`src/rtl/uart_duplex.sv`:
```
// Full-duplex UART: ready/valid transmitter and mid-bit sampling receiver on one clock.
// Data width, parity mode and stop-bit count are parameters; RX flags parity/framing errors.
module uart_duplex #(
  parameter int unsigned CLK_FREQ  = 12_000_000,
  parameter int unsigned BAUD_RATE = 115200,
  parameter int unsigned DATA_BITS = 8,
  parameter int unsigned PARITY    = 0,
  parameter int unsigned STOP_BITS = 1
) (
  input  logic                 clk,
  input  logic                 rst_n,
  input  logic [DATA_BITS-1:0] tx_data,
  input  logic                 tx_valid,
  output logic                 tx_ready,
  output logic                 TX,
  input  logic                 RX,
  output logic [DATA_BITS-1:0] rx_data,
  output logic                 rx_valid,
  output logic                 rx_parity_err,
  output logic                 rx_frame_err
);

  localparam int unsigned CLKS_PER_BIT = CLK_FREQ / BAUD_RATE;
  localparam int unsigned HALF_BIT     = CLKS_PER_BIT / 2;
  localparam int unsigned STOP_CLKS    = CLKS_PER_BIT * STOP_BITS;
  localparam int unsigned CNT_W        = $clog2(STOP_CLKS + 1);
  localparam int unsigned BIT_W        = $clog2(DATA_BITS + 1);

  localparam logic [CNT_W-1:0] BIT_END  = CNT_W'(CLKS_PER_BIT - 1);
  localparam logic [CNT_W-1:0] HALF_END = CNT_W'(HALF_BIT - 1);
  localparam logic [CNT_W-1:0] STOP_END = CNT_W'(STOP_CLKS - 1);
  localparam logic [BIT_W-1:0] LAST_BIT = BIT_W'(DATA_BITS - 1);

  typedef enum logic [2:0] {
    TX_IDLE, TX_START, TX_DATA, TX_PARITY, TX_STOP
  } tx_state_t;

  typedef enum logic [2:0] {
    RX_IDLE, RX_START, RX_DATA, RX_PARITY, RX_STOP, RX_WAIT_HIGH
  } rx_state_t;

  // ---------------- transmitter ----------------
  tx_state_t            r_tx_state, w_tx_state_nxt;
  logic [CNT_W-1:0]     r_tx_cnt, w_tx_cnt_nxt;
  logic [BIT_W-1:0]     r_tx_bit, w_tx_bit_nxt;
  logic [DATA_BITS-1:0] r_tx_shift, w_tx_shift_nxt;
  logic                 r_tx_par, w_tx_par_nxt;
  logic                 r_tx, w_tx_nxt;
  logic                 r_tx_ready;
  logic                 w_tx_ready_nxt;

  always_ff @(posedge clk or negedge rst_n) begin
    if (!rst_n) begin
      r_tx_state <= TX_IDLE;
      r_tx_cnt   <= '0;
      r_tx_bit   <= '0;
      r_tx_shift <= '0;
      r_tx_par   <= 1'b0;
      r_tx       <= 1'b1;
      r_tx_ready <= 1'b1;
    end else begin
      r_tx_state <= w_tx_state_nxt;
      r_tx_cnt   <= w_tx_cnt_nxt;
      r_tx_bit   <= w_tx_bit_nxt;
      r_tx_shift <= w_tx_shift_nxt;
      r_tx_par   <= w_tx_par_nxt;
      r_tx       <= w_tx_nxt;
      r_tx_ready <= w_tx_ready_nxt;
    end
  end

  // Line level is computed for the next state so TX changes exactly on bit boundaries
  always_comb begin
    w_tx_state_nxt = r_tx_state;
    w_tx_cnt_nxt   = r_tx_cnt + CNT_W'(1);
    w_tx_bit_nxt   = r_tx_bit;
    w_tx_shift_nxt = r_tx_shift;
    w_tx_par_nxt   = r_tx_par;
    w_tx_nxt       = r_tx;
    unique case (r_tx_state)
      TX_IDLE: begin
        w_tx_cnt_nxt = '0;
        w_tx_bit_nxt = '0;
        w_tx_nxt     = 1'b1;
        if (tx_valid) begin
          w_tx_state_nxt = TX_START;
          w_tx_shift_nxt = tx_data;
          w_tx_par_nxt   = (PARITY == 1) ? ~^tx_data : ^tx_data;
          w_tx_nxt       = 1'b0;
        end
      end
      TX_START: begin
        if (r_tx_cnt == BIT_END) begin
          w_tx_state_nxt = TX_DATA;
          w_tx_cnt_nxt   = '0;
          w_tx_bit_nxt   = '0;
          w_tx_nxt       = r_tx_shift[0];
        end
      end
      TX_DATA: begin
        if (r_tx_cnt == BIT_END) begin
          w_tx_cnt_nxt   = '0;
          w_tx_shift_nxt = r_tx_shift >> 1;
          if (r_tx_bit == LAST_BIT) begin
            w_tx_bit_nxt = '0;
            if (PARITY != 0) begin
              w_tx_state_nxt = TX_PARITY;
              w_tx_nxt       = r_tx_par;
            end else begin
              w_tx_state_nxt = TX_STOP;
              w_tx_nxt       = 1'b1;
            end
          end else begin
            w_tx_bit_nxt = r_tx_bit + BIT_W'(1);
            w_tx_nxt     = r_tx_shift[1];
          end
        end
      end
      TX_PARITY: begin
        if (r_tx_cnt == BIT_END) begin
          w_tx_state_nxt = TX_STOP;
          w_tx_cnt_nxt   = '0;
          w_tx_nxt       = 1'b1;
        end
      end
      TX_STOP: begin
        w_tx_nxt = 1'b1;
        if (r_tx_cnt == STOP_END) begin
          w_tx_state_nxt = TX_IDLE;
          w_tx_cnt_nxt   = '0;
        end
      end
      default: begin
        w_tx_state_nxt = TX_IDLE;
        w_tx_cnt_nxt   = '0;
        w_tx_nxt       = 1'b1;
      end
    endcase
    w_tx_ready_nxt = (w_tx_state_nxt == TX_IDLE);
  end

  assign TX       = r_tx;
  assign tx_ready = r_tx_ready;

  // ---------------- receiver ----------------
  logic                 r_rx_meta, r_rx_s;
  rx_state_t            r_rx_state, w_rx_state_nxt;
  logic [CNT_W-1:0]     r_rx_cnt, w_rx_cnt_nxt;
  logic [BIT_W-1:0]     r_rx_bit, w_rx_bit_nxt;
  logic [DATA_BITS-1:0] r_rx_shift, w_rx_shift_nxt;
  logic                 r_rx_par, w_rx_par_nxt;
  logic                 w_rx_done;
  logic                 w_rx_perr;
  logic [DATA_BITS-1:0] r_rx_data;
  logic                 r_rx_valid, r_rx_perr, r_rx_ferr;

  always_ff @(posedge clk or negedge rst_n) begin
    if (!rst_n) begin
      r_rx_meta  <= 1'b1;
      r_rx_s     <= 1'b1;
      r_rx_state <= RX_IDLE;
      r_rx_cnt   <= '0;
      r_rx_bit   <= '0;
      r_rx_shift <= '0;
      r_rx_par   <= 1'b0;
      r_rx_data  <= '0;
      r_rx_valid <= 1'b0;
      r_rx_perr  <= 1'b0;
      r_rx_ferr  <= 1'b0;
    end else begin
      r_rx_meta  <= RX;
      r_rx_s     <= r_rx_meta;
      r_rx_state <= w_rx_state_nxt;
      r_rx_cnt   <= w_rx_cnt_nxt;
      r_rx_bit   <= w_rx_bit_nxt;
      r_rx_shift <= w_rx_shift_nxt;
      r_rx_par   <= w_rx_par_nxt;
      r_rx_valid <= w_rx_done;
      if (w_rx_done) begin
        r_rx_data <= r_rx_shift;
        r_rx_perr <= w_rx_perr;
        r_rx_ferr <= ~r_rx_s;
      end
    end
  end

  always_comb begin
    if (PARITY == 0) w_rx_perr = 1'b0;
    else             w_rx_perr = r_rx_par ^ ((PARITY == 1) ? ~^r_rx_shift : ^r_rx_shift);
  end

  // Start bit is qualified at half a bit; every later sample lands mid-bit
  always_comb begin
    w_rx_state_nxt = r_rx_state;
    w_rx_cnt_nxt   = r_rx_cnt + CNT_W'(1);
    w_rx_bit_nxt   = r_rx_bit;
    w_rx_shift_nxt = r_rx_shift;
    w_rx_par_nxt   = r_rx_par;
    w_rx_done      = 1'b0;
    unique case (r_rx_state)
      RX_IDLE: begin
        w_rx_cnt_nxt = '0;
        w_rx_bit_nxt = '0;
        if (!r_rx_s) w_rx_state_nxt = RX_START;
      end
      RX_START: begin
        if (r_rx_cnt == HALF_END) begin
          w_rx_cnt_nxt   = '0;
          w_rx_state_nxt = r_rx_s ? RX_IDLE : RX_DATA;
        end
      end
      RX_DATA: begin
        if (r_rx_cnt == BIT_END) begin
          w_rx_cnt_nxt   = '0;
          w_rx_shift_nxt = {r_rx_s, r_rx_shift[DATA_BITS-1:1]};
          if (r_rx_bit == LAST_BIT) begin
            w_rx_bit_nxt   = '0;
            w_rx_state_nxt = (PARITY != 0) ? RX_PARITY : RX_STOP;
          end else begin
            w_rx_bit_nxt = r_rx_bit + BIT_W'(1);
          end
        end
      end
      RX_PARITY: begin
        if (r_rx_cnt == BIT_END) begin
          w_rx_cnt_nxt   = '0;
          w_rx_par_nxt   = r_rx_s;
          w_rx_state_nxt = RX_STOP;
        end
      end
      RX_STOP: begin
        if (r_rx_cnt == BIT_END) begin
          w_rx_cnt_nxt   = '0;
          w_rx_done      = 1'b1;
          w_rx_state_nxt = r_rx_s ? RX_IDLE : RX_WAIT_HIGH;
        end
      end
      RX_WAIT_HIGH: begin
        w_rx_cnt_nxt = '0;
        if (r_rx_s) w_rx_state_nxt = RX_IDLE;
      end
      default: begin
        w_rx_state_nxt = RX_IDLE;
        w_rx_cnt_nxt   = '0;
      end
    endcase
  end

  assign rx_data       = r_rx_data;
  assign rx_valid      = r_rx_valid;
  assign rx_parity_err = r_rx_perr;
  assign rx_frame_err  = r_rx_ferr;

endmodule
```
`config.mk`:
```
export PLATFORM = sky130hd
export DESIGN_NAME = uart_duplex
export DESIGN_NICKNAME = d
export VERILOG_FILES = /design/src/rtl/uart_duplex.sv
export SDC_FILE = /design/constraint.sdc
export NUM_CORES = 1
export LEC_CHECK = 0
export ABC_AREA = 1
export CAP_MARGIN = 20
export CORE_ASPECT_RATIO = 0.9
export CORE_MARGIN = 10
export CORE_UTILIZATION = 41
export CTS_CLUSTER_SIZE = 40
export DETAILED_ROUTE_END_ITERATION = 8
export REMOVE_ABC_BUFFERS = 1
export SYNTH_ARGS = -nofsm -noshare
export SYNTH_HDL_FRONTEND = slang
export SYNTH_SLANG_ARGS = --single-unit
```
`constraint.sdc`:
```
create_clock -name clk -period 1.4 [get_ports clk]
set_input_delay 0.42 -clock clk [delete_from_list [all_inputs] [get_ports clk]]
set_output_delay 0.42 -clock clk [all_outputs]
set_load 0.005 [all_outputs]
```
==> qor.json, run 1 <==
{
  "outcome": {"value": "finished, final reports clean"},
  "initial_core_util": {"value": 0.4244},
  "synthesis.area_per_instance": {"value": 8.548, "unit": "µm²"},
  "wp_data_arrival": {"value": 1.66, "unit": "ns"},
  "clock_sinks": {"value": 58},
  "postRouteWirelength": {"value": 5633, "unit": "µm"},
  "placement.io_buffers": {"value": 23},
  "cts.clk_slew.worst_paths": {"value": 0.07, "unit": "ns"},
  "cp-end-kind": {"value": "flop"},
  "crit_path_start_kind": {"value": "flop"},
  "met3_wirelength": {"value": 255, "unit": "µm"},
  "top_routing_layer_in_use": {"value": "met4"},
  "layout-area-overhead-vs-synth": {"value": 36.75, "unit": "%"},
  "netlist-cell-type-count": {"value": 28},
  "post_synth_inst_count": {"value": 327},
  "via_per_inst": {"value": 4.653},
  "crit_path_max_fanout": {"value": 3},
  "holdWs": {"value": 0.3595, "unit": "ns"},
  "worstSetupStartpoint": {"value": "r_tx_cnt[0]$_DFF_PN0_"},
  "design.final.nets": {"value": 414},
  "hold_start": {"value": "r_rx_meta$_DFF_PN1_"},
  "post_route_drc_violation_count": {"value": 0},
  "synthesis.yosys.warnings": {"value": 0},
  "wl_met1": {"value": 2719, "unit": "µm"},
  "grt_first_pass_wirelength": {"value": 9577, "unit": "µm"},
  "clock_latency_at_the_later_pin_of_the_worst_skew_pair": {"value": 0.33, "unit": "ns"},
  "grt_max_degree": {"value": 36},
  "met2_wire_length": {"value": 2601, "unit": "µm"},
  "share_of_the_cycle_needed_by_the_critical_path_after_routing": {"value": 0.9954},
  "layout_commonest_cell": {"value": "sky130_fd_sc_hd__nand2_1"},
  "timing.final.crit_period": {"value": 1.394, "unit": "ns"},
  "timing.reg2reg.worst_path_depth": {"value": 10},
  "hpwl": {"value": 3915, "unit": "µm"},
  "drv_slew": {"value": 0},
  "gp_congestion": {"value": 0.8089},
  "rows": {"value": 28},
  "synth.cell_area": {"value": 0.002795, "unit": "mm²"},
  "ant_nets": {"value": 0},
  "cts_tree": {"value": "done"},
  "setup-violations-final": {"value": 0},
  "worstPathCellList": {"value": "ha_2 -> nand2_4 -> nor2_4 -> buf_4 -> buf_4 -> nand3_1 -> nand2_1 -> inv_1 -> nand3_1 -> nor2_1"},
  "drt_pass1_iterations": {"value": 4},
  "r2r-end": {"value": "tx_ready$_DFF_PN1_"},
  "dieHeight": {"value": 98.33, "unit": "µm"},
  "die_width": {"value": 107.0, "unit": "µm"},
  "ys_ff_latch": {"value": 58},
  "cts-buffers-inserted": {"value": 9},
  "synth_async_sr_flop_share": {"value": 1.000},
  "timing.max_cap.violations": {"value": 0},
  "peakVddDrop": {"value": 0.6793, "unit": "mV"},
  "fmaxAchievable": {"value": 717.6, "unit": "MHz"},
  "setup.worst_path.class": {"value": "flop to flop"},
  "worst_path_largest_cell_delay": {"value": 0.38, "unit": "ns"},
  "crit_end": {"value": "tx_ready$_DFF_PN1_"},
  "worst_r2r_startpoint": {"value": "r_tx_cnt[0]$_DFF_PN0_"},
  "layout.cells.most_common_list": {"value": "sky130_fd_sc_hd__nand2_1, sky130_fd_sc_hd__dfrtp_1, sky130_fd_sc_hd__inv_1"},
  "io_pins": {"value": 25},
  "die-area": {"value": 0.01052, "unit": "mm²"},
  "clk_root_buffer_cell": {"value": "sky130_fd_sc_hd__clkbuf_8"},
  "synth_sequential_area_ratio": {"value": 0.5210},
  "core_region_area": {"value": 0.006586, "unit": "mm²"},
  "first_iter_violations": {"value": 75},
  "cts_max_path_buffers": {"value": 2},
  "antenna_violations_before_repair": {"value": 0},
  "timing.critical_path.slowest_stage_cell": {"value": "sky130_fd_sc_hd__dfrtp_1"},
  "insertedDiodeCount": {"value": 0},
  "routedWlPerCell": {"value": 11.43, "unit": "µm"},
  "gr-usage-all-layers": {"value": 0.1077},
  "power-per-cell-area": {"value": 1086, "unit": "mW/mm²"},
  "rsz0062_at_grt": {"value": "true"},
  "grt_overflow_total": {"value": 0},
  "required": {"value": 1.67, "unit": "ns"},
  "share_of_cells_above_drive_strength_1": {"value": 0.2928},
  "prevailing_post_synth_register_cell": {"value": "sky130_fd_sc_hd__dfrtp_1"},
  "power.static_leakage": {"value": 1.868, "unit": "nW"},
  "finalCoreUtilization": {"value": 0.5804},
  "r2r_setup_slack": {"value": 0.006, "unit": "ns"},
  "worst_clock_skew": {"value": 0.009835, "unit": "ns"},
  "num_vias": {"value": 2294},
  "post_synth_edffs": {"value": 0},
  "first_global_vias": {"value": 2194},
  "hold_path.class": {"value": "flop to flop"},
  "hold_viol": {"value": 0},
  "htreeDepth": {"value": 3}
}
worst min-delay path by stage:
stage / endpoint / slack (ns) / depth (start not counted)
detailed placement: r_rx_s$_DFF_PN1_ / 0.35 / 0
global placement: r_tx_shift[3]$_DFFE_PN0P_ / 0.35 / 1
floorplan: r_rx_bit[0]$_DFFE_PN0P_ / 0.12 / 0
CTS: r_rx_s$_DFF_PN1_ / 0.36 / 0
global route: r_rx_s$_DFF_PN1_ / 0.36 / 0
finish: r_rx_s$_DFF_PN1_ / 0.36 / 0
stage by stage:
step	TNS [ns]	instance area, µm²	cells	setup WS (ns)	power [mW]
global route	-0.8370	3822	493	-0.1001	4.370
floorplan	0	2758	323	0.001145	2.268
global placement	-3.628	3331	464	-0.2965	2.525
finish	0	3822	493	0.006484	4.152
CTS	-0.004594	3645	487	-0.004594	4.146
detailed placement	-4.570	3331	464	-0.3606	2.542
cells in the mapped netlist (all sizes together) (4+ instances only):
| cell type | count | area (µm²) |
|---|---|---|
| nand2 | 80 | 332.8 |
| dfrtp | 54 | 1351 |
| nor2 | 46 | 180.2 |
| inv | 43 | 166.4 |
| o21ai | 35 | 212.7 |
| nand3 | 23 | 127.6 |
| nor3 | 10 | 55.05 |
| a21oi | 9 | 45.04 |
| mux2i | 6 | 60.06 |
| xor2 | 5 | 43.79 |
| buf | 4 | 37.54 |
| dfstp | 4 | 105.1 |
| ha | 4 | 50.05 |
registers in the layout, summed over array words and instances (netlist names), 3 cells and up:
| signal | flops |
|---|---|
| r_rx_bit | 4 |
| r_rx_cnt | 7 |
| r_rx_shift | 8 |
| r_rx_state | 3 |
| r_tx_bit | 4 |
| r_tx_cnt | 7 |
| r_tx_shift | 8 |
| r_tx_state | 3 |
| rx_data | 8 |
power by group:
group          switching [mW]  internal [mW]
sequential              0.135           1.84
clock                   0.703          0.818
combinational           0.307          0.347
critical path, delay by kind of cell (launching register included):
kind | cells | cell delay [ns]
adder cells (fa/ha/maj) | 1 | 0.21
buffers and inverters | 3 | 0.30
flip-flops | 1 | 0.38
AND/OR/NAND/NOR | 6 | 0.44
repair_timing:
action                                  4_1_cts  5_1_grt
buffers inserted                              6        6
endpoints found under the hold margin         4        0
pin swaps                                     5        9
resized for setup                            41       36
endpoints found under the setup margin       35       49
hold buffers                                  1        0
metal layers:
metal | GRT usage | vias to the layer above
li1 | - | 1183
met3 | 0.03219 | 6
met4 | 0.04058 | 0
met2 | 0.1643 | 43
met1 | 0.1398 | 1062
met5 | 0 | -
logic make-up (layout without fill, tap and decap cells):
kind of cell,Yosys count,count (layout),synth area share
AO/OA/AOI/OAI,46,46,0.09759
XOR/XNOR,6,6,0.01880
adder cells (fa/ha/maj),4,4,0.01791
buffers and inverters,47,123,0.07296
flip-flops,58,58,0.5210
multiplexers,6,6,0.02149
other,1,1,0.001342
AND/OR/NAND/NOR,159,159,0.2489
cell type report:
cell class / count / area, µm²
clock inverters: 7 / 68.82
flip-flops and latches: 58 / 1460
well taps: 90 / 112.6
clock buffers: 9 / 123.9
multi-input cells: 222 / 1306
fillers: 589 / 2764
repair buffers: 64 / 584.3
inverters: 43 / 166.4
No activity file was read; power rests on OpenSTA's default activity.
==> run 2: changes to the inputs <==
--- a/config.mk
+++ b/config.mk
@@ -13,6 +13,7 @@
 export CTS_CLUSTER_SIZE = 40
 export DETAILED_ROUTE_END_ITERATION = 8
 export REMOVE_ABC_BUFFERS = 1
+export SKIP_LAST_GASP = 1
 export SYNTH_ARGS = -nofsm -noshare
 export SYNTH_HDL_FRONTEND = slang
 export SYNTH_SLANG_ARGS = --single-unit
==> run 2 against run 1 <==
Die area unchanged. Via count fell by 0.13%. Global-route usage unchanged. Routed wire length about the same. First-iteration DRC count stayed put. Clock skew about the same. Sequential cell count is the same. Critical path type unchanged.
==> qor.json, run 2 (same netlist as run 1, synthesis figures left out) <==
{
  "outcome": {"value": "finished, final reports clean", "change": "unchanged"},
  "via_per_inst": {"value": 4.647, "change": "was 4.653"},
  "clk_root_buffer_cell": {"value": "sky130_fd_sc_hd__clkbuf_8", "change": "unchanged"},
  "share_of_the_cycle_needed_by_the_critical_path_after_routing": {"value": 0.9954, "change": "about the same"},
  "post-route-worst-setup-slack": {"value": 0.006484, "unit": "ns", "change": "about the same"},
  "placement.io_buffers": {"value": 23, "change": "unchanged"},
  "timing.reg2reg.worst_path_depth": {"value": 10, "change": "unchanged"},
  "layout-area-overhead-vs-synth": {"value": 36.39, "unit": "%", "change": "was 36.75%"},
  "cts.clk_slew.worst_paths": {"value": 0.07, "unit": "ns", "change": "about the same"},
  "gr-usage-all-layers": {"value": 0.1077, "change": "unchanged"},
  "num_vias": {"value": 2291, "change": "was 2294"},
  "power.static_leakage": {"value": 1.864, "unit": "nW", "change": "was 1.868 nW"},
  "cts_tree": {"value": "done", "change": "unchanged"},
  "power-per-cell-area": {"value": 1086, "unit": "mW/mm²", "change": "about the same"},
  "layout_commonest_cell": {"value": "sky130_fd_sc_hd__nand2_1", "change": "unchanged"},
  "drt_pass1_iterations": {"value": 4, "change": "unchanged"},
  "setup.worst_path.class": {"value": "flop to flop", "change": "unchanged"},
  "insertedDiodeCount": {"value": 0, "change": "unchanged"},
  "ant_nets": {"value": 0, "change": "unchanged"},
  "initial_core_util": {"value": 0.4244, "change": "unchanged"},
  "pre_cts_ws": {"value": -0.3606, "unit": "ns", "change": "unchanged"},
  "timing.final.crit_period": {"value": 1.394, "unit": "ns", "change": "about the same"},
  "worst_r2r_startpoint": {"value": "r_tx_cnt[0]$_DFF_PN0_", "change": "unchanged"},
  "post_route_drc_violation_count": {"value": 0, "change": "unchanged"},
  "worst_clock_skew": {"value": 0.009835, "unit": "ns", "change": "about the same"},
  "layout.cells.most_common_list": {"value": "sky130_fd_sc_hd__nand2_1, sky130_fd_sc_hd__dfrtp_1, sky130_fd_sc_hd__inv_1", "change": "unchanged"},
  "peakVddDrop": {"value": 0.6776, "unit": "mV", "change": "was 0.6793 mV"},
  "drv_slew": {"value": 0, "change": "unchanged"},
  "dieHeight": {"value": 98.33, "unit": "µm", "change": "unchanged"},
  "die-area": {"value": 0.01052, "unit": "mm²", "change": "unchanged"},
  "htreeDepth": {"value": 3, "change": "unchanged"},
  "finalCoreUtilization": {"value": 0.5788, "change": "was 0.5804"},
  "timing.max_cap.violations": {"value": 0, "change": "unchanged"},
  "die_width": {"value": 107.0, "unit": "µm", "change": "unchanged"},
  "design.final.nets": {"value": 414, "change": "unchanged"},
  "crit_path_max_fanout": {"value": 3, "change": "unchanged"},
  "first_iter_violations": {"value": 75, "change": "unchanged"},
  "hpwl": {"value": 3915, "unit": "µm", "change": "unchanged"},
  "rsz0062_at_grt": {"value": "true", "change": "unchanged"},
  "hold_path_end": {"value": "r_rx_s$_DFF_PN1_", "change": "unchanged"},
  "wp_data_arrival": {"value": 1.66, "unit": "ns", "change": "about the same"},
  "cts_max_path_buffers": {"value": 2, "change": "unchanged"},
  "hold_start": {"value": "r_rx_meta$_DFF_PN1_", "change": "unchanged"},
  "hold_path.class": {"value": "flop to flop", "change": "unchanged"},
  "setup-violations-final": {"value": 0, "change": "unchanged"},
  "routedWlPerCell": {"value": 11.42, "unit": "µm", "change": "was 11.43 µm"},
  "power.total": {"value": 4.140, "unit": "mW", "change": "was 4.152 mW"},
  "crit_path_start_kind": {"value": "flop", "change": "unchanged"},
  "io_pins": {"value": 25, "change": "unchanged"},
  "first_global_vias": {"value": 2196, "change": "was 2194"},
  "postRouteWirelength": {"value": 5632, "unit": "µm", "change": "was 5633 µm"},
  "cp-end-kind": {"value": "flop", "change": "unchanged"},
  "clock_latency_at_the_later_pin_of_the_worst_skew_pair": {"value": 0.33, "unit": "ns", "change": "about the same"},
  "rows": {"value": 28, "change": "unchanged"},
  "gp_congestion": {"value": 0.8089, "change": "unchanged"},
  "r2r-end": {"value": "tx_ready$_DFF_PN1_", "change": "unchanged"},
  "holdPathStages": {"value": 0, "change": "unchanged"},
  "share_of_cells_above_drive_strength_1": {"value": 0.2928, "change": "unchanged"},
  "r2r_setup_slack": {"value": 0.006, "unit": "ns", "change": "about the same"},
  "clock_sinks": {"value": 58, "change": "unchanged"},
  "required": {"value": 1.67, "unit": "ns", "change": "about the same"},
  "fmaxAchievable": {"value": 717.6, "unit": "MHz", "change": "unchanged"},
  "antenna_violations_before_repair": {"value": 0, "change": "unchanged"},
  "grt_overflow_total": {"value": 0, "change": "unchanged"},
  "grt_max_degree": {"value": 36, "change": "unchanged"},
  "holdWs": {"value": 0.3595, "unit": "ns", "change": "unchanged"},
  "hold_viol": {"value": 0, "change": "unchanged"},
  "core_region_area": {"value": 0.006586, "unit": "mm²", "change": "unchanged"},
  "tns": {"value": 0, "unit": "ns", "change": "unchanged"},
  "cts-buffers-inserted": {"value": 9, "change": "unchanged"},
  "grt_first_pass_wirelength": {"value": 9577, "unit": "µm", "change": "unchanged"}
}
-- run 2: cell counts in the layout (fill, tap and decap cells not counted) --
Identical to the previous run, type by type.
-- run 2: what timing repair did --
item | CTS | global route
setup endpoints to repair | 35 | 49
endpoints found under the hold margin | 4 | 0
gates resized for setup | 36 | 39
hold buffers | 1 | 0
pin swaps | 5 | 9
buffers inserted | 6 | 6
gates cloned | 0 | 0
-- run 2: worst max-delay path: stages, from the launching register on --
cell and delay [ns]:
sky130_fd_sc_hd__dfrtp_1 0.38, sky130_fd_sc_hd__ha_2 0.21, sky130_fd_sc_hd__nand2_4 0.08, sky130_fd_sc_hd__nor2_4 0.04, sky130_fd_sc_hd__buf_4 0.12, sky130_fd_sc_hd__buf_4 0.11, sky130_fd_sc_hd__nand3_1 0.08, sky130_fd_sc_hd__nand2_1 0.06
sky130_fd_sc_hd__inv_1 0.07, sky130_fd_sc_hd__nand3_1 0.08, sky130_fd_sc_hd__nor2_1 0.10
-- run 2: report_power, final --
group / internal (mW) / switching, mW / total, mW
Clock: 0.818 / 0.703 / 1.52
Combinational: 0.341 / 0.306 / 0.647
Sequential: 1.84 / 0.130 / 1.97
-- run 2: worst max path at each step --
stage                                        from  slack (ns)  cells past startpoint                   endpoint
after floorplan             r_tx_cnt[0]$_DFF_PN0_       0.001                      7  r_tx_shift[1]$_DFFE_PN0P_
after global placement                   tx_valid       -0.30                      5  r_tx_shift[3]$_DFFE_PN0P_
after detailed placement                 tx_valid       -0.36                      6  r_tx_shift[2]$_DFFE_PN0P_
after CTS                          TX$_DFFE_PN1P_       -0.15                      1                         TX
after global routing      r_rx_bit[1]$_DFFE_PN0P_       -0.10                      8  r_rx_state[2]$_DFFE_PN0P_
final                       r_tx_cnt[0]$_DFF_PN0_       0.006                     10         tx_ready$_DFF_PN1_
-- run 2: layer usage --
metal | vias to the layer above | GRT usage | share of wire
li1 | 1183 | - | -
met1 | 1059 | 0.1398 | 0.48
met2 | 43 | 0.1643 | 0.46
met3 | 6 | 0.03219 | 0.045
met4 | 0 | 0.04058 | 0.010
met5 | - | 0 | 0
-- run 2: stage by stage --
step	cell area, µm²	cells
after floorplan	2758	323
after global placement	3331	464
after detailed placement	3331	464
after CTS	3637	487
after global routing	3812	493
final	3812	493
-- run 2: area by class of cell --
cell class	count	area, µm²
inverters	43	166.4
clock buffers	9	123.9
clock inverters	7	68.82
well taps	90	112.6
repair buffers	64	584.3
flip-flops and latches	58	1460
fillers	591	2774
multi-input cells	222	1296
==> run 3: changes to the inputs <==
--- a/config.mk
+++ b/config.mk
@@ -8,7 +8,7 @@
 export ABC_AREA = 1
 export CAP_MARGIN = 20
 export CORE_ASPECT_RATIO = 0.9
-export CORE_MARGIN = 10
+export CORE_MARGIN = 8
 export CORE_UTILIZATION = 41
 export CTS_CLUSTER_SIZE = 40
 export DETAILED_ROUTE_END_ITERATION = 8
==> run 3 against run 2 <==
Clock power about the same. Highest routed layer unchanged. Largest cell class unchanged. Die area shrank 7.7%. Worst setup slack got worse by 0.0030 ns.
==> qor.json, run 3 (same netlist as run 1, synthesis figures left out) <==
{
  "fmaxAchievable": {"value": 716.1, "unit": "MHz", "change": "was 717.6 MHz"},
  "clock_power_share": {"value": 0.372, "change": "was 0.367"},
  "power_switching": {"value": 1.123, "unit": "mW", "change": "was 1.139 mW"},
  "timing.reg2reg.worst_path_depth": {"value": 6, "change": "was 10"},
  "fraction_of_power_consumed_by_sequential_logic": {"value": 0.467, "change": "was 0.476"},
  "layout_commonest_cell": {"value": "sky130_fd_sc_hd__nand2_1", "change": "unchanged"},
  "design.final.nets": {"value": 417, "change": "was 414"},
  "ant_nets": {"value": 0, "change": "unchanged"},
  "holdWs": {"value": 0.07258, "unit": "ns", "change": "was 0.3595 ns"},
  "hold_fix_buffers_cts": {"value": 0, "change": "was 1"},
  "crit_path_start_kind": {"value": "flop", "change": "unchanged"},
  "hpwl": {"value": 3796, "unit": "µm", "change": "was 3915 µm"},
  "num_vias": {"value": 2298, "change": "was 2291"},
  "timing.critical_path.slowest_stage_cell": {"value": "sky130_fd_sc_hd__dfstp_2", "change": "was sky130_fd_sc_hd__dfrtp_1"},
  "critical_path_buf_inv_count": {"value": 1, "change": "was 3"},
  "cts.clk_slew.worst_paths": {"value": 0.07, "unit": "ns", "change": "about the same"},
  "insertedDiodeCount": {"value": 0, "change": "unchanged"},
  "cts-buffers-inserted": {"value": 9, "change": "unchanged"},
  "layout-area-overhead-vs-synth": {"value": 38.45, "unit": "%", "change": "was 36.39%"},
  "clock_latency_at_the_later_pin_of_the_worst_skew_pair": {"value": 0.34, "unit": "ns", "change": "was 0.33 ns"},
  "share_of_cells_above_drive_strength_1": {"value": 0.3571, "change": "was 0.2928"},
  "wp_data_arrival": {"value": 0.98, "unit": "ns", "change": "was 1.66 ns"},
  "pre_cts_ws": {"value": -0.3205, "unit": "ns", "change": "was -0.3606 ns"},
  "top_routing_layer_in_use": {"value": "met4", "change": "unchanged"},
  "gr-usage-all-layers": {"value": 0.1260, "change": "was 0.1077"},
  "grt_first_pass_wirelength": {"value": 9494, "unit": "µm", "change": "was 9577 µm"},
  "timing.final.crit_period": {"value": 1.396, "unit": "ns", "change": "was 1.394 ns"},
  "hold_path.class": {"value": "primary input to async pin", "change": "was flop to flop"},
  "hold_viol": {"value": 0, "change": "unchanged"},
  "timing.max_cap.violations": {"value": 0, "change": "unchanged"},
  "cp-end-kind": {"value": "output port", "change": "was flop"},
  "crit_path_max_fanout": {"value": 2, "change": "was 3"},
  "worstPathCellList": {"value": "buf_6", "change": "was ha_2 -> nand2_4 -> nor2_4 -> buf_4 -> buf_4 -> nand3_1 -> nand2_1 -> inv_1 -> nand3_1 -> nor2_1"},
  "wl_met1": {"value": 2632, "unit": "µm", "change": "was 2721 µm"},
  "post-route-worst-setup-slack": {"value": 0.003525, "unit": "ns", "change": "was 0.006484 ns"},
  "io_pins": {"value": 25, "change": "unchanged"},
  "setup-violations-final": {"value": 0, "change": "unchanged"},
  "gp_congestion": {"value": 0.8663, "change": "was 0.8089"},
  "outcome": {"value": "finished, final reports clean", "change": "unchanged"},
  "clk_root_buffer_cell": {"value": "sky130_fd_sc_hd__clkbuf_8", "change": "unchanged"},
  "peakVddDrop": {"value": 0.6405, "unit": "mV", "change": "was 0.6776 mV"},
  "met3_wirelength": {"value": 235, "unit": "µm", "change": "was 255 µm"},
  "dieHeight": {"value": 94.33, "unit": "µm", "change": "was 98.33 µm"},
  "first_iter_violations": {"value": 131, "change": "was 75"},
  "combPwrFrac": {"value": 0.162, "change": "was 0.156"},
  "critical_path.top_delay_family": {"value": "flip-flops", "change": "was simple AND/OR/NAND/NOR gates"},
  "cellInternalPower": {"value": 3.061, "unit": "mW", "change": "was 3.000 mW"},
  "setup.worst_path.class": {"value": "flop to output port", "change": "was flop to flop"},
  "power-per-cell-area": {"value": 1081, "unit": "mW/mm²", "change": "was 1086 mW/mm²"},
  "antenna_violations_before_repair": {"value": 0, "change": "unchanged"},
  "cts_max_path_buffers": {"value": 2, "change": "unchanged"},
  "cts_tree": {"value": "done", "change": "unchanged"},
  "drt_pass1_iterations": {"value": 4, "change": "unchanged"},
  "via_per_inst": {"value": 4.633, "change": "was 4.647"},
  "core_region_area": {"value": 0.006586, "unit": "mm²", "change": "unchanged"},
  "die-area": {"value": 0.009719, "unit": "mm²", "change": "was 0.01052 mm²"},
  "worst_r2r_startpoint": {"value": "r_tx_state[1]$_DFF_PN0_", "change": "was r_tx_cnt[0]$_DFF_PN0_"},
  "placement.io_buffers": {"value": 23, "change": "unchanged"},
  "worst_path_largest_cell_delay": {"value": 0.54, "unit": "ns", "change": "was 0.38 ns"},
  "finalCoreUtilization": {"value": 0.5876, "change": "was 0.5788"},
  "worst_clock_skew": {"value": 0.007764, "unit": "ns", "change": "was 0.009835 ns"},
  "p_sw_frac": {"value": 0.2684, "change": "was 0.2752"},
  "rsz0062_at_grt": {"value": "true", "change": "unchanged"},
  "r2r-end": {"value": "r_tx_shift[6]$_DFFE_PN0P_", "change": "was tx_ready$_DFF_PN1_"},
  "post_route_drc_violation_count": {"value": 0, "change": "unchanged"},
  "final.fill_count": {"value": 617, "change": "was 591"},
  "layout.cells.most_common_list": {"value": "sky130_fd_sc_hd__nand2_1, sky130_fd_sc_hd__dfrtp_1, sky130_fd_sc_hd__buf_4", "change": "was sky130_fd_sc_hd__nand2_1, sky130_fd_sc_hd__dfrtp_1, sky130_fd_sc_hd__inv_1"},
  "htreeDepth": {"value": 3, "change": "unchanged"},
  "share_of_the_cycle_needed_by_the_critical_path_after_routing": {"value": 0.9975, "change": "was 0.9954"},
  "routedWlPerCell": {"value": 11.52, "unit": "µm", "change": "was 11.42 µm"},
  "drv_slew": {"value": 0, "change": "unchanged"},
  "rows": {"value": 28, "change": "unchanged"},
  "required": {"value": 0.98, "unit": "ns", "change": "was 1.67 ns"},
  "power.static_leakage": {"value": 1.856, "unit": "nW", "change": "was 1.864 nW"},
  "first_global_vias": {"value": 2162, "change": "was 2196"},
  "initial_core_util": {"value": 0.4244, "change": "unchanged"},
  "met2_wire_length": {"value": 2771, "unit": "µm", "change": "was 2598 µm"},
  "worst-path-stages": {"value": 1, "change": "was 10"},
  "grt_max_degree": {"value": 59, "change": "was 36"},
  "postRouteWirelength": {"value": 5712, "unit": "µm", "change": "was 5632 µm"},
  "clock_sinks": {"value": 58, "change": "unchanged"},
  "grt_overflow_total": {"value": 0, "change": "unchanged"},
  "die_width": {"value": 103.0, "unit": "µm", "change": "was 107.0 µm"},
  "r2r_setup_slack": {"value": 0.02, "unit": "ns", "change": "was 0.006 ns"}
}
[run 3: repair_timing]
action                                  CTS  global route
cloned                                    1             0
resized for setup                        43            57
endpoints found under the setup margin   33            54
pin swaps                                 7            18
setup buffers                             8             8
[run 3: per-stage QoR]
stage | TNS (ns) | cell area, µm² | instances | total power, mW
5_1_grt | -0.8375 | 3870 | 496 | 4.408
3_5_place_dp | -3.821 | 3331 | 464 | 2.560
2_1_floorplan | 0 | 2758 | 323 | 2.268
6_report | 0 | 3870 | 496 | 4.183
3_3_place_gp | -3.367 | 3331 | 464 | 2.545
4_1_cts | -0.03322 | 3643 | 488 | 4.181
[run 3: power by group through the flow]
stage | clock network (mW) | registers, mW | logic [mW]
3_5_place_dp | 0 | 1.97 | 0.591
4_1_cts | 1.61 | 1.94 | 0.633
5_1_grt | 1.67 | 1.97 | 0.772
6_report | 1.55 | 1.95 | 0.678
3_3_place_gp | 0 | 1.97 | 0.575
2_1_floorplan | 0 | 1.96 | 0.307
[run 3: worst max-delay path by stage]
stage                                startpoint                   endpoint  slack, ns
after detailed placement               tx_valid  r_tx_shift[3]$_DFFE_PN0P_      -0.32
after CTS                        TX$_DFFE_PN1P_                         TX      -0.03
final                            TX$_DFFE_PN1P_                         TX      0.004
after floorplan           r_tx_cnt[0]$_DFF_PN0_  r_tx_shift[1]$_DFFE_PN0P_      0.001
after global routing      r_tx_cnt[0]$_DFF_PN0_  r_tx_shift[1]$_DFFE_PN0P_      -0.08
after global placement                 tx_valid  r_tx_shift[4]$_DFFE_PN0P_      -0.29
[run 3: area by class of cell]
class / instances / area (µm²) / area share
Inverter: 43 / 173.9 / 0.04494
Clock buffer: 10 / 137.6 / 0.03556
Multi-Input combinational cell: 223 / 1365 / 0.3527
Sequential cell: 58 / 1460 / 0.3773
Clock inverter: 6 / 66.31 / 0.01714
Tap cell: 90 / 112.6 / 0.02910
Timing Repair Buffer: 66 / 554.3 / 0.1432
[run 3: layer usage]
metal  up-vias  global-route usage
li1       1189                   -
met1      1073              0.1523
met2        28              0.2003
met3         8             0.04559
met4         0             0.05054
met5         -                   0
